### src/rtl/cpu_pkg.sv
// Shared definitions for the 8-bit accumulator CPU: opcode encodings,
// sequencer phase encodings and the ALU-opcode classifier.
package cpu_pkg;

  localparam int OP_W = 3;

  localparam logic [OP_W-1:0] HLT = 3'd0;
  localparam logic [OP_W-1:0] SKZ = 3'd1;
  localparam logic [OP_W-1:0] ADD = 3'd2;
  localparam logic [OP_W-1:0] AND = 3'd3;
  localparam logic [OP_W-1:0] XOR = 3'd4;
  localparam logic [OP_W-1:0] LDA = 3'd5;
  localparam logic [OP_W-1:0] STO = 3'd6;
  localparam logic [OP_W-1:0] JMP = 3'd7;

  typedef enum logic [2:0] {
    INST_ADDR  = 3'd0,
    INST_FETCH = 3'd1,
    INST_LOAD  = 3'd2,
    IDLE       = 3'd3,
    OP_ADDR    = 3'd4,
    OP_FETCH   = 3'd5,
    ALU_OP     = 3'd6,
    STORE      = 3'd7
  } phase_e;

  // Opcodes that read a memory operand and write the accumulator
  function automatic logic is_aluop(input logic [OP_W-1:0] op);
    return (op == ADD) || (op == AND) || (op == XOR) || (op == LDA);
  endfunction

endpackage

### src/rtl/phase_sequencer_if.sv
// Control-side bundle between the sequencer and the rest of the CPU:
// opcode/status/handshake inputs plus the datapath strobes it drives.
interface phase_sequencer_if;
  import cpu_pkg::*;

  logic [OP_W-1:0] opcode;
  logic            zero;
  logic            mem_ready;
  logic            resume;

  logic            sel;
  logic            rd;
  logic            wr;
  logic            ld_ir;
  logic            inc_pc;
  logic            ld_pc;
  logic            ld_ac;
  logic            data_e;
  logic            halt;
  logic [2:0]      phase;
  logic            mem_err;

  modport master (
    output opcode, zero, mem_ready, resume,
    input  sel, rd, wr, ld_ir, inc_pc, ld_pc, ld_ac, data_e, halt, phase, mem_err
  );

  modport slave (
    input  opcode, zero, mem_ready, resume,
    output sel, rd, wr, ld_ir, inc_pc, ld_pc, ld_ac, data_e, halt, phase, mem_err
  );

endinterface

### src/rtl/phase_sequencer_wait_timer.sv
// Consecutive wait-state counter; expired flags that TIMEOUT held cycles
// have already elapsed, and the count saturates there.
module wait_timer #(
  parameter int TIMEOUT = 15,
  parameter int CNT_W   = 8
) (
  input  logic clk,
  input  logic rst,
  input  logic clr,
  input  logic en,
  output logic expired
);

  localparam logic [CNT_W-1:0] LIMIT = CNT_W'(TIMEOUT);

  logic [CNT_W-1:0] cnt_q;
  logic [CNT_W-1:0] cnt_d;

  assign expired = (cnt_q == LIMIT);

  always_comb begin
    cnt_d = cnt_q;
    if (clr) begin
      cnt_d = '0;
    end else if (en && !expired) begin
      cnt_d = cnt_q + CNT_W'(1);
    end
  end

  always_ff @(posedge clk) begin
    if (rst) begin
      cnt_q <= '0;
    end else begin
      cnt_q <= cnt_d;
    end
  end

endmodule

### src/rtl/phase_sequencer.sv
// Eight-phase fetch/execute sequencer: decodes datapath strobes from phase,
// opcode and zero, with memory wait states, timeout fault and HLT/resume.
module phase_sequencer
  import cpu_pkg::*;
#(
  parameter int TIMEOUT = 15,
  parameter int CNT_W   = 8
) (
  input logic               clk,
  input logic               rst,
  phase_sequencer_if.slave  bus
);

  phase_e phase_q;
  phase_e phase_d;
  logic   mem_err_q;
  logic   mem_err_d;

  logic   alu_op;
  logic   wait_phase;
  logic   hlt_stop;
  logic   tmr_clr;
  logic   tmr_en;
  logic   expired;

  wait_timer #(
    .TIMEOUT (TIMEOUT),
    .CNT_W   (CNT_W)
  ) u_wait_timer (
    .clk     (clk),
    .rst     (rst),
    .clr     (tmr_clr),
    .en      (tmr_en),
    .expired (expired)
  );

  assign alu_op     = is_aluop(bus.opcode);
  assign wait_phase = (phase_q == INST_FETCH) || ((phase_q == OP_FETCH) && alu_op);
  assign hlt_stop   = (phase_q == OP_ADDR) && (bus.opcode == HLT);

  always_comb begin
    phase_d    = phase_q;
    mem_err_d  = mem_err_q;
    tmr_clr    = 1'b1;
    tmr_en     = 1'b0;
    bus.sel    = 1'b0;
    bus.rd     = 1'b0;
    bus.wr     = 1'b0;
    bus.ld_ir  = 1'b0;
    bus.inc_pc = 1'b0;
    bus.ld_pc  = 1'b0;
    bus.ld_ac  = 1'b0;
    bus.data_e = 1'b0;
    bus.halt   = 1'b0;

    // A latched fault freezes the sequencer with every strobe quiet
    if (mem_err_q) begin
      bus.halt = 1'b1;
    end else begin
      unique case (phase_q)
        INST_ADDR: begin
          bus.sel = 1'b1;
        end
        INST_FETCH: begin
          bus.sel = 1'b1;
          bus.rd  = 1'b1;
        end
        INST_LOAD, IDLE: begin
          bus.sel   = 1'b1;
          bus.rd    = 1'b1;
          bus.ld_ir = 1'b1;
        end
        OP_ADDR: begin
          if (bus.opcode == HLT) begin
            bus.halt   = !bus.resume;
            bus.inc_pc = bus.resume;
          end else begin
            bus.inc_pc = 1'b1;
          end
        end
        OP_FETCH: begin
          bus.rd = alu_op;
        end
        ALU_OP: begin
          bus.rd     = alu_op;
          bus.inc_pc = (bus.opcode == SKZ) && bus.zero;
          bus.ld_pc  = (bus.opcode == JMP);
          bus.data_e = (bus.opcode == STO);
        end
        STORE: begin
          bus.rd     = alu_op;
          bus.ld_ac  = alu_op;
          bus.ld_pc  = (bus.opcode == JMP);
          bus.wr     = (bus.opcode == STO);
          bus.data_e = (bus.opcode == STO);
        end
        default: ;
      endcase

      // mem_ready on the expiry cycle still advances, so no fault is raised
      if (wait_phase && !bus.mem_ready) begin
        tmr_clr = 1'b0;
        tmr_en  = 1'b1;
        if (expired) begin
          mem_err_d = 1'b1;
        end
      end else if (!(hlt_stop && !bus.resume)) begin
        phase_d = phase_e'(phase_q + 3'd1);
      end
    end
  end

  always_ff @(posedge clk) begin
    if (rst) begin
      phase_q   <= INST_ADDR;
      mem_err_q <= 1'b0;
    end else begin
      phase_q   <= phase_d;
      mem_err_q <= mem_err_d;
    end
  end

  assign bus.phase   = phase_q;
  assign bus.mem_err = mem_err_q;

endmodule
### src/flat_wrapper.sv
// flat-port wrapper written by rule: the top's interface ports become plain ports
module phase_sequencer_flat import cpu_pkg::*;
#(
  parameter int TIMEOUT = 15,
  parameter int CNT_W   = 8
)
  (clk, rst, bus_opcode, bus_zero, bus_mem_ready, bus_resume, bus_sel, bus_rd, bus_wr, bus_ld_ir, bus_inc_pc, bus_ld_pc, bus_ld_ac, bus_data_e, bus_halt, bus_phase, bus_mem_err);
  phase_sequencer_if bus_i ();
  input logic clk;
  input logic rst;
  input wire logic [$bits(bus_i.opcode)-1:0] bus_opcode;
  input wire logic [$bits(bus_i.zero)-1:0] bus_zero;
  input wire logic [$bits(bus_i.mem_ready)-1:0] bus_mem_ready;
  input wire logic [$bits(bus_i.resume)-1:0] bus_resume;
  output wire logic [$bits(bus_i.sel)-1:0] bus_sel;
  output wire logic [$bits(bus_i.rd)-1:0] bus_rd;
  output wire logic [$bits(bus_i.wr)-1:0] bus_wr;
  output wire logic [$bits(bus_i.ld_ir)-1:0] bus_ld_ir;
  output wire logic [$bits(bus_i.inc_pc)-1:0] bus_inc_pc;
  output wire logic [$bits(bus_i.ld_pc)-1:0] bus_ld_pc;
  output wire logic [$bits(bus_i.ld_ac)-1:0] bus_ld_ac;
  output wire logic [$bits(bus_i.data_e)-1:0] bus_data_e;
  output wire logic [$bits(bus_i.halt)-1:0] bus_halt;
  output wire logic [$bits(bus_i.phase)-1:0] bus_phase;
  output wire logic [$bits(bus_i.mem_err)-1:0] bus_mem_err;
  assign bus_i.opcode = bus_opcode;
  assign bus_i.zero = bus_zero;
  assign bus_i.mem_ready = bus_mem_ready;
  assign bus_i.resume = bus_resume;
  assign bus_sel = bus_i.sel;
  assign bus_rd = bus_i.rd;
  assign bus_wr = bus_i.wr;
  assign bus_ld_ir = bus_i.ld_ir;
  assign bus_inc_pc = bus_i.inc_pc;
  assign bus_ld_pc = bus_i.ld_pc;
  assign bus_ld_ac = bus_i.ld_ac;
  assign bus_data_e = bus_i.data_e;
  assign bus_halt = bus_i.halt;
  assign bus_phase = bus_i.phase;
  assign bus_mem_err = bus_i.mem_err;
  phase_sequencer #(.TIMEOUT(TIMEOUT), .CNT_W(CNT_W)) u_core (.clk(clk), .rst(rst), .bus(bus_i));
endmodule
### config.mk
export PLATFORM = sky130hd
export DESIGN_NAME = phase_sequencer_flat
export DESIGN_NICKNAME = d
export VERILOG_FILES = /design/src/rtl/cpu_pkg.sv /design/src/rtl/phase_sequencer_if.sv /design/src/rtl/phase_sequencer_wait_timer.sv /design/src/rtl/phase_sequencer.sv /design/src/flat_wrapper.sv
export SDC_FILE = /design/constraint.sdc
export NUM_CORES = 1
export LEC_CHECK = 0
export CAP_MARGIN = 10
export CORE_MARGIN = 2
export CORE_UTILIZATION = 48
export DETAILED_ROUTE_END_ITERATION = 12
export GPL_TIMING_DRIVEN = 1
export PLACE_DENSITY = 0.78
export SYNTH_ARGS = -nofsm -noshare
export SYNTH_HDL_FRONTEND = slang
export SYNTH_HIERARCHICAL = 1
export SYNTH_SLANG_ARGS = --single-unit
### constraint.sdc
create_clock -name clk -period 2.8 [get_ports clk]
set_input_delay 0.28 -clock clk [delete_from_list [all_inputs] [get_ports clk]]
set_output_delay 0.28 -clock clk [all_outputs]
set_load 0.05 [all_outputs]
==> results of run 1 <==
## critical path, stage by stage (launching register included)
cell and delay [ns]:
dfxtp_1 0.48, inv_1 0.11, ha_1 0.29, or3_1 0.36, a21oi_1 0.13, nor2_1 0.05
clkdlybuf4s50_1 0.71
## final timing paths
check,from,end,slack [ns]
worst max-delay path,u_core/bus.phase[0],bus_rd,0.12
worst min-delay path,u_core/u_wait_timer/cnt_q[1],u_core/u_wait_timer/cnt_q[1],0.50
worst max register to register,u_core/bus.phase[0],u_core/u_wait_timer/cnt_q[5],0.44
worst min register to register,u_core/u_wait_timer/cnt_q[1],u_core/u_wait_timer/cnt_q[1],0.50
## metal layers
| metal | vias up | share of wire (%) | track usage, % |
|---|---|---|---|
| li1 | 427 | - | - |
| met1 | 392 | 47 | 27.0 |
| met2 | 28 | 45 | 28.1 |
| met3 | 2 | 7.0 | 7.06 |
| met4 | 0 | 0.20 | 6.11 |
| met5 | - | 0 | 0 |
## layout make-up
cell class / instances / share of cell area [%]
timing repair buffer: 20 / 17.4
multi-input combinational: 83 / 53.6
sequential: 12 / 21.1
tap: 25 / 2.75
inverter: 6 / 1.98
clock buffer: 4 / 3.19
## synth_stat cells (all sizes together), types with 3 or more instances
master,instances
nor2,9
dfxtp,12
nor4,3
or3,7
o21ai,5
and3,3
nand2b,3
a31oi,3
nand3,3
a21oi,12
nand2,7
inv,6
mux2i,3
ha,7
## flip-flops by register name, summed over array words and instances (netlist names)
signal / count
u_core/u_wait_timer/cnt_q: 8
u_core/bus.mem_err: 1
u_core/bus.phase: 3
## what timing repair did
action | in CTS | in global routing
resized for setup | 0 | 1
hold endpoints to repair | 0 | 0
setup endpoints to repair | 0 | 1
## power groups by stage
| stage | Combinational (mW) | Clock, mW | Sequential [mW] |
|---|---|---|---|
| after floorplan | 0.138 | 0 | 0.218 |
| after global placement | 0.232 | 0 | 0.195 |
| after detailed placement | 0.237 | 0 | 0.195 |
| after CTS | 0.238 | 0.142 | 0.191 |
| after global routing | 0.253 | 0.149 | 0.192 |
| final | 0.237 | 0.136 | 0.191 |
## kinds of logic after synthesis
group                    Yosys count  synth area share, %
flip-flops                        12                 27.5
AND/OR/NAND/NOR                   45                 31.1
adder cells (fa/ha/maj)            7                 10.0
multiplexers                       3                 3.44
XOR/XNOR                           1                 1.00
buffers and inverters              9                 4.87
AO/OA/AOI/OAI                     27                 22.1
## layout by cell type, fill, tap and decap left out, types with 2 or more instances in the layout
cell and count:
ha_1 7, nand3_1 3, nand2_1 7, a31oi_1 2
buf_4 2, or3_1 7, dfxtp_1 12, nor2_1 9
mux2i_1 3, o21ai_0 5, nand2b_1 3, nor3_1 2
a21oi_1 11, inv_1 6, clkdlybuf4s50_1 17, clkbuf_4 3
==> impl_summary.txt, run 1 <==
----------------------------------------------------
[Die]
  Site Rows ... 15
  Die Wd ... around 47 um
  IO Pins ... 21
  Die ar. ... 2180 um2
  Initial cell density of the core ... 50.6%
  Die height ... 46.7 um
  Standard cell core area ... between 1500 and 2000 um2

[Yosys]
  Top post-synthesis cells by area ... dfxtp_1, ha_1, a21oi_1
  Flip-flop cell with the highest count after synthesis ... dfxtp_1
  Cell variety after synth ... 39
  Number of enable flip-flop cells after synthesis ... 0
  Ys Warns ... 6
  Area share of the largest cell type after synthesis ... ~28%
  Synth async-reset ratio ... 0%
  Sequential element share of the synthesized area ... approximately 28%
  Number of synthesized register bits ... 12
  Synth Area per Inst ... 8.40 um2
  Cells after Synth ... between 100 and 150
  Cell type contributing the most total cell area after synthesis ... dfxtp_1
  Synthesized cell area ... about 870 um2
  Net Count, Synth ... about 120

[Timing]
  Headroom to the max-slew limit ... between 60% and 70%
  Max Transition Viols Final ... 0
  Count of final hold-check violations ... 0
  Post-route clock period utilization ... 95.6%
  Worst clock skew on the final layout ... roughly 0.0023 ns
  Fmax ... about 370 MHz
  Final critical delay including setup and external delays ... 2.68 ns
  Final setup slack of the worst path ... around 0.12 ns
  Final number of setup-violating endpoints ... 0
  Setup TNS after final layout ... 0 ns
  Setup repair after global routing missed its margin ... no
  Worst hold slack ... roughly 0.50 ns
  Transition time at the pin with the least slew margin ... between 0.4 and 0.5 ns

[Setup path]
  R2r worst-path depth ... 8
  Endpoint class of the critical path ... output pin
  Max FO, Critical Path ... 8
  Data required time at the worst endpoint ... roughly 2.5 ns
  Worst setup SP type ... flip-flop
  Crit path DAT ... around 2.4 ns
  Critical path class ... flip-flop to output pin

[Drt]
  Total number of vias ... 849
  Final wirelength ... a little under 2 mm
  Antenna-violating nets left ... 0
  Routed WL per cell ... ~13 um
  Ratio of routed vias to standard cells ... about 5.7
  First-pass iteration count of the detailed router ... 4
  Remaining DRCs ... 0
  Iteration-0 DRC Markers ... 9

[Power and ir drop]
  Int Pwr ... around 0.34 mW
  Total Power ... around 0.56 mW
  Clock power frac ... ~24%
  Proportion of power drawn by flip-flops and latches ... about a third
  Net switching power of the design ... approximately 0.22 mW
  Cell area power density ... roughly 500 nW/um2
  Portion of total power attributed to combinational logic ... 42.1%
  Net switching fraction of the power ... approximately two fifths
  Worst vdd rail ir drop ... roughly 0.00028 V
  Leakage power of the design ... about 0.41 nW

[Cells and area]
  Layout overhead on the synthesized area ... 30.2%
  Filler cell count in the final layout ... 150
  Number of inserted diodes ... 0
  Seq. cell area ... 240 um2
  Number of nets at the end of the flow ... approximately 140
  Multi-input gate area in the final layout ... about 610 um2
  Post-route non-filler standard cell count ... 150
  Share of layout cells above drive strength 1 ... between 10% and 20%
  Post-Layout Inst Area ... roughly 1100 um2
  Final core utilization ... about two thirds

[Global routing]
  Initial antenna violation count ... 0
  Pin count of the biggest net entering global routing ... 13
  Total routing usage reported by global routing ... 19.5%
  Vias in the first global route ... slightly above 700
  First-pass GRT wire length ... around 3 mm
  Residual overflow from global routing ... 0

[CTS]
  CTS root buf ... clkbuf_4
  Clock edge transition at the registers on the reported setup and hold paths ... 0.07 ns
  Clock Sink Count ... 12
  Clock latency reported for the late side of the worst-skew pair ... 0.27 ns
  Setup repair bufs after CTS ... 0
  Largest buffer count on any clock path ... 2
  Clock tree from TritonCTS ... yes
  Hold-fix buffers at CTS ... 0
  Total CTS buffers ... 3
  Number of H-tree branching levels ... 1

[Place]
  Instance count after placement with tap cells included ... 146
  Final Wtd Congestion ... between 0.8 and 0.9
  Cell area after placement ... ~1100 um2
  Port Buffers ... 20
  Pre-CTS setup slack ... around 0.25 ns
  Final HPWL DP ... 1.50 mm

[Hold path]
  Worst Hold Path Cells ... 2
  Hold crit path type ... flip-flop to flip-flop

[Status]
  Status ... finished, final reports clean

[Flow run]
  Max-cap violation count ... 0

----------------------------------------------------
(Power assumes the default switching activity.)
==> run 2, diff against run 1 <==
- CORE_MARGIN: 2 -> not set
- CORE_UTILIZATION: 48 -> 43
- CTS_CLUSTER_SIZE: not set -> 25
- PLACE_DENSITY: 0.78 -> 0.74
- clock period: 2.8 -> 2.3 ns (I/O delays scaled with it)
==> run 2 against run 1 <==
  * First-iteration DRC count rose by 120%
  * Critical endpoint is now bus_sel
  * Combinational power rose by 24%
  * Total power rose by 24%
  * Non-clock buffer count rose by 2
  * Highest routed layer is now met3
  * Sequential power rose by 22%
  * Largest power group unchanged
  * Setup slack improved by 0.11 ns
  * Routed wire length fell by 1.4%
  * Via count fell by 1.6%
  * Utilization barely moved
  * Clock skew fell by 0.00055 ns
==> impl_summary.txt, run 2 (synthesized netlist as in run 1, its figures left out) <==
----------------------------------------------------
[Cells and area]
  Most used cells in the layout excluding fill and tap cells ... clkdlybuf4s50_1, a21oi_1, dfxtp_1
  Seq. cell area ... 241 um2 (+0.52%)
  Number of inserted diodes ... 0 (unchanged)
  Post-Layout Inst Area ... 1200 um2 (+5.4%)
  Number of nets at the end of the flow ... 143 (+1.4%)
  Share of layout cells above drive strength 1 ... 22.0% (+7.6 points)
  Filler cell count in the final layout ... 158 (+5.3%)
  Layout overhead on the synthesized area ... 37.2%
  Post-route non-filler standard cell count ... 152 (+1.3%)
  Multi-input gate area in the final layout ... 632 um2 (+3.7%)
  Flip-flop count of the largest register, all copies and words added ... 8 (unchanged)
  Reg with most FFs ... u_core/u_wait_timer/cnt_q

[Place]
  Final HPWL DP ... 1.56 mm (+3.9%)
  Port Buffers ... 20 (unchanged)
  Final Wtd Congestion ... 0.816 (+0.54%)
  Cell area after placement ... 1160 um2 (+5.6%)
  Instance count after placement with tap cells included ... 148 (+1.4%)

[Setup path]
  Worst setup SP type ... flip-flop
  Max FO, Critical Path ... 8 (unchanged)
  R2r worst-path depth ... 8 (unchanged)
  Critical path class ... flip-flop to output pin
  Crit path DAT ... 1.84 ns (-0.56 ns)
  Endpoint class of the critical path ... output pin
  Data required time at the worst endpoint ... 2.07 ns (-0.45 ns)

[Power and ir drop]
  Leakage power of the design ... 0.455 nW (+10%)
  Net switching power of the design ... 0.274 mW (+24%)
  Int Pwr ... 0.423 mW (+23%)
  Cell area power density ... 582 nW/um2 (+17%)
  Net switching fraction of the power ... 39.3% (+0.20 points)
  Worst vdd rail ir drop ... 0.000389 V (+37%)
  Total Power ... 0.697 mW (+24%)
  Clock power frac ... 24.2% (about the same)
  Portion of total power attributed to combinational logic ... 42.3% (+0.2 points)
  Proportion of power drawn by flip-flops and latches ... 33.5% (-0.3 points)

[Drt]
  Antenna-violating nets left ... 0 (unchanged)
  Ratio of routed vias to standard cells ... 5.49 (-2.9%)
  Remaining DRCs ... 0 (unchanged)
  Final wirelength ... 1.93 mm (-1.4%)
  Routed WL per cell ... 12.7 um (-2.7%)
  Total number of vias ... 835 (-1.6%)
  Iteration-0 DRC Markers ... 20 (+11)
  First-pass iteration count of the detailed router ... 4 (unchanged)

[Timing]
  Max Transition Viols Final ... 0 (unchanged)
  Fmax ... about 480 MHz
  Count of final hold-check violations ... 0 (unchanged)
  Final number of setup-violating endpoints ... 0 (unchanged)
  Final critical delay including setup and external delays ... approximately 2.1 ns
  Worst clock skew on the final layout ... 0.00174 ns (-0.000547 ns)
  Setup repair after global routing missed its margin ... no
  Post-route clock period utilization ... between 80 and 90%
  Transition time at the pin with the least slew margin ... 0.499 ns (+0.00216 ns)
  Headroom to the max-slew limit ... 66.6% (-0.14 points)

[Status]
  Status ... finished, final reports clean

[Die]
  Site Rows ... 15 (unchanged)
  IO Pins ... 21 (unchanged)
  Die ar. ... 2220 um2 (+1.8%)
  Initial cell density of the core ... 48.0% (-2.6 points)
  Standard cell core area ... 1820 um2 (+5.4%)
  Die Wd ... 47.1 um (+0.88%)
  Die height ... 47.1 um (+0.88%)

[Hold path]
  Hold crit path type ... flip-flop to flip-flop
  Worst Hold Path Cells ... 2 (unchanged)

[CTS]
  Clock edge transition at the registers on the reported setup and hold paths ... 0.07 ns (about the same)
  Total CTS buffers ... 3 (unchanged)
  Setup repair bufs after CTS ... 0 (unchanged)
  Clock Sink Count ... 12 (unchanged)
  Number of H-tree branching levels ... 1 (unchanged)
  Largest buffer count on any clock path ... 2 (unchanged)
  Clock tree from TritonCTS ... yes
  Clock latency reported for the late side of the worst-skew pair ... 0.28 ns (about the same)
  CTS root buf ... clkbuf_4

[Global routing]
  First-pass GRT wire length ... 3.08 mm (+2.1%)
  Vias in the first global route ... 698 (-1.4%)
  Residual overflow from global routing ... 0 (unchanged)
  Total routing usage reported by global routing ... 19.7% (+0.27 points)
  Initial antenna violation count ... 0 (unchanged)
  Pin count of the biggest net entering global routing ... 13 (unchanged)

[Flow run]
  Max-cap violation count ... 0 (unchanged)

----------------------------------------------------
-- run 2: changes by cell type in the layout (fill, tap and decap cells not counted) --
cell	delta
clkdlybuf4s50_1	-6
buf_4	+5
buf_12	+3
dfxtp_1	-1
dfxtp_2	+1
nor3_1	-1
nor3_2	+1
nor4_2	-1
nor4_4	+1
nor4b_2	-1
nor4b_4	+1
-- run 2: what timing repair did --
item | in CTS | in global routing
hold endpoints to repair | 0 | 0
hold buffers | 0 | 0
gates resized for setup | 0 | 1
setup endpoints to repair | 0 | 1
-- run 2: worst max-delay path: stages, from the launching register on --
cell and delay, ns:
dfxtp_2 0.41, inv_1 0.08, ha_1 0.28, or3_1 0.39
a21oi_1 0.15, nor2_1 0.05, buf_4 0.20
-- run 2: metrics by stage --
step                      setup WS [ns]  hold WS, ns  TNS, ns  utilization, %
final                             0.231        0.512        0            65.8
after floorplan                  -0.171        0.292   -0.171               -
after global routing             0.0476        0.551        0            65.8
after detailed placement         0.0292        0.504        0            63.7
after CTS                       0.00829        0.515        0            65.7
after global placement           0.0893        0.488        0            63.7
-- run 2: routing by layer --
layer / track usage [%] / wire (um)
met2: 29.7 / 883
met3: 7.69 / 113
met5: 0 / 0
met1: 27.9 / 929
met4: 1.71 / 0
-- run 2: cell type report --
class / count / share of cell area, %
Inverter: 6 / 1.88
Clock buffer: 4 / 3.03
Sequential cell: 12 / 20.1
Tap cell: 25 / 2.61
Multi-Input combinational cell: 83 / 52.7
Timing Repair Buffer: 22 / 19.6
-- run 2: power by group through the flow --
stage	Sequential, mW	Combinational (mW)	Clock, mW
CTS	0.234	0.296	0.174
global route	0.235	0.314	0.185
finish	0.233	0.295	0.169
global placement	0.238	0.292	0
detailed placement	0.239	0.295	0
floorplan	0.266	0.170	0
-- run 2: worst paths after layout --
| kind | startpoint | endpoint | slack, ns |
|---|---|---|---|
| max | u_core/bus.phase[0] | bus_sel | 0.23 |
| min | u_core/u_wait_timer/cnt_q[1] | u_core/u_wait_timer/cnt_q[1] | 0.51 |
| max reg2reg | u_core/bus.phase[0] | u_core/u_wait_timer/cnt_q[3] | 0.26 |
| min reg2reg | u_core/u_wait_timer/cnt_q[1] | u_core/u_wait_timer/cnt_q[1] | 0.51 |
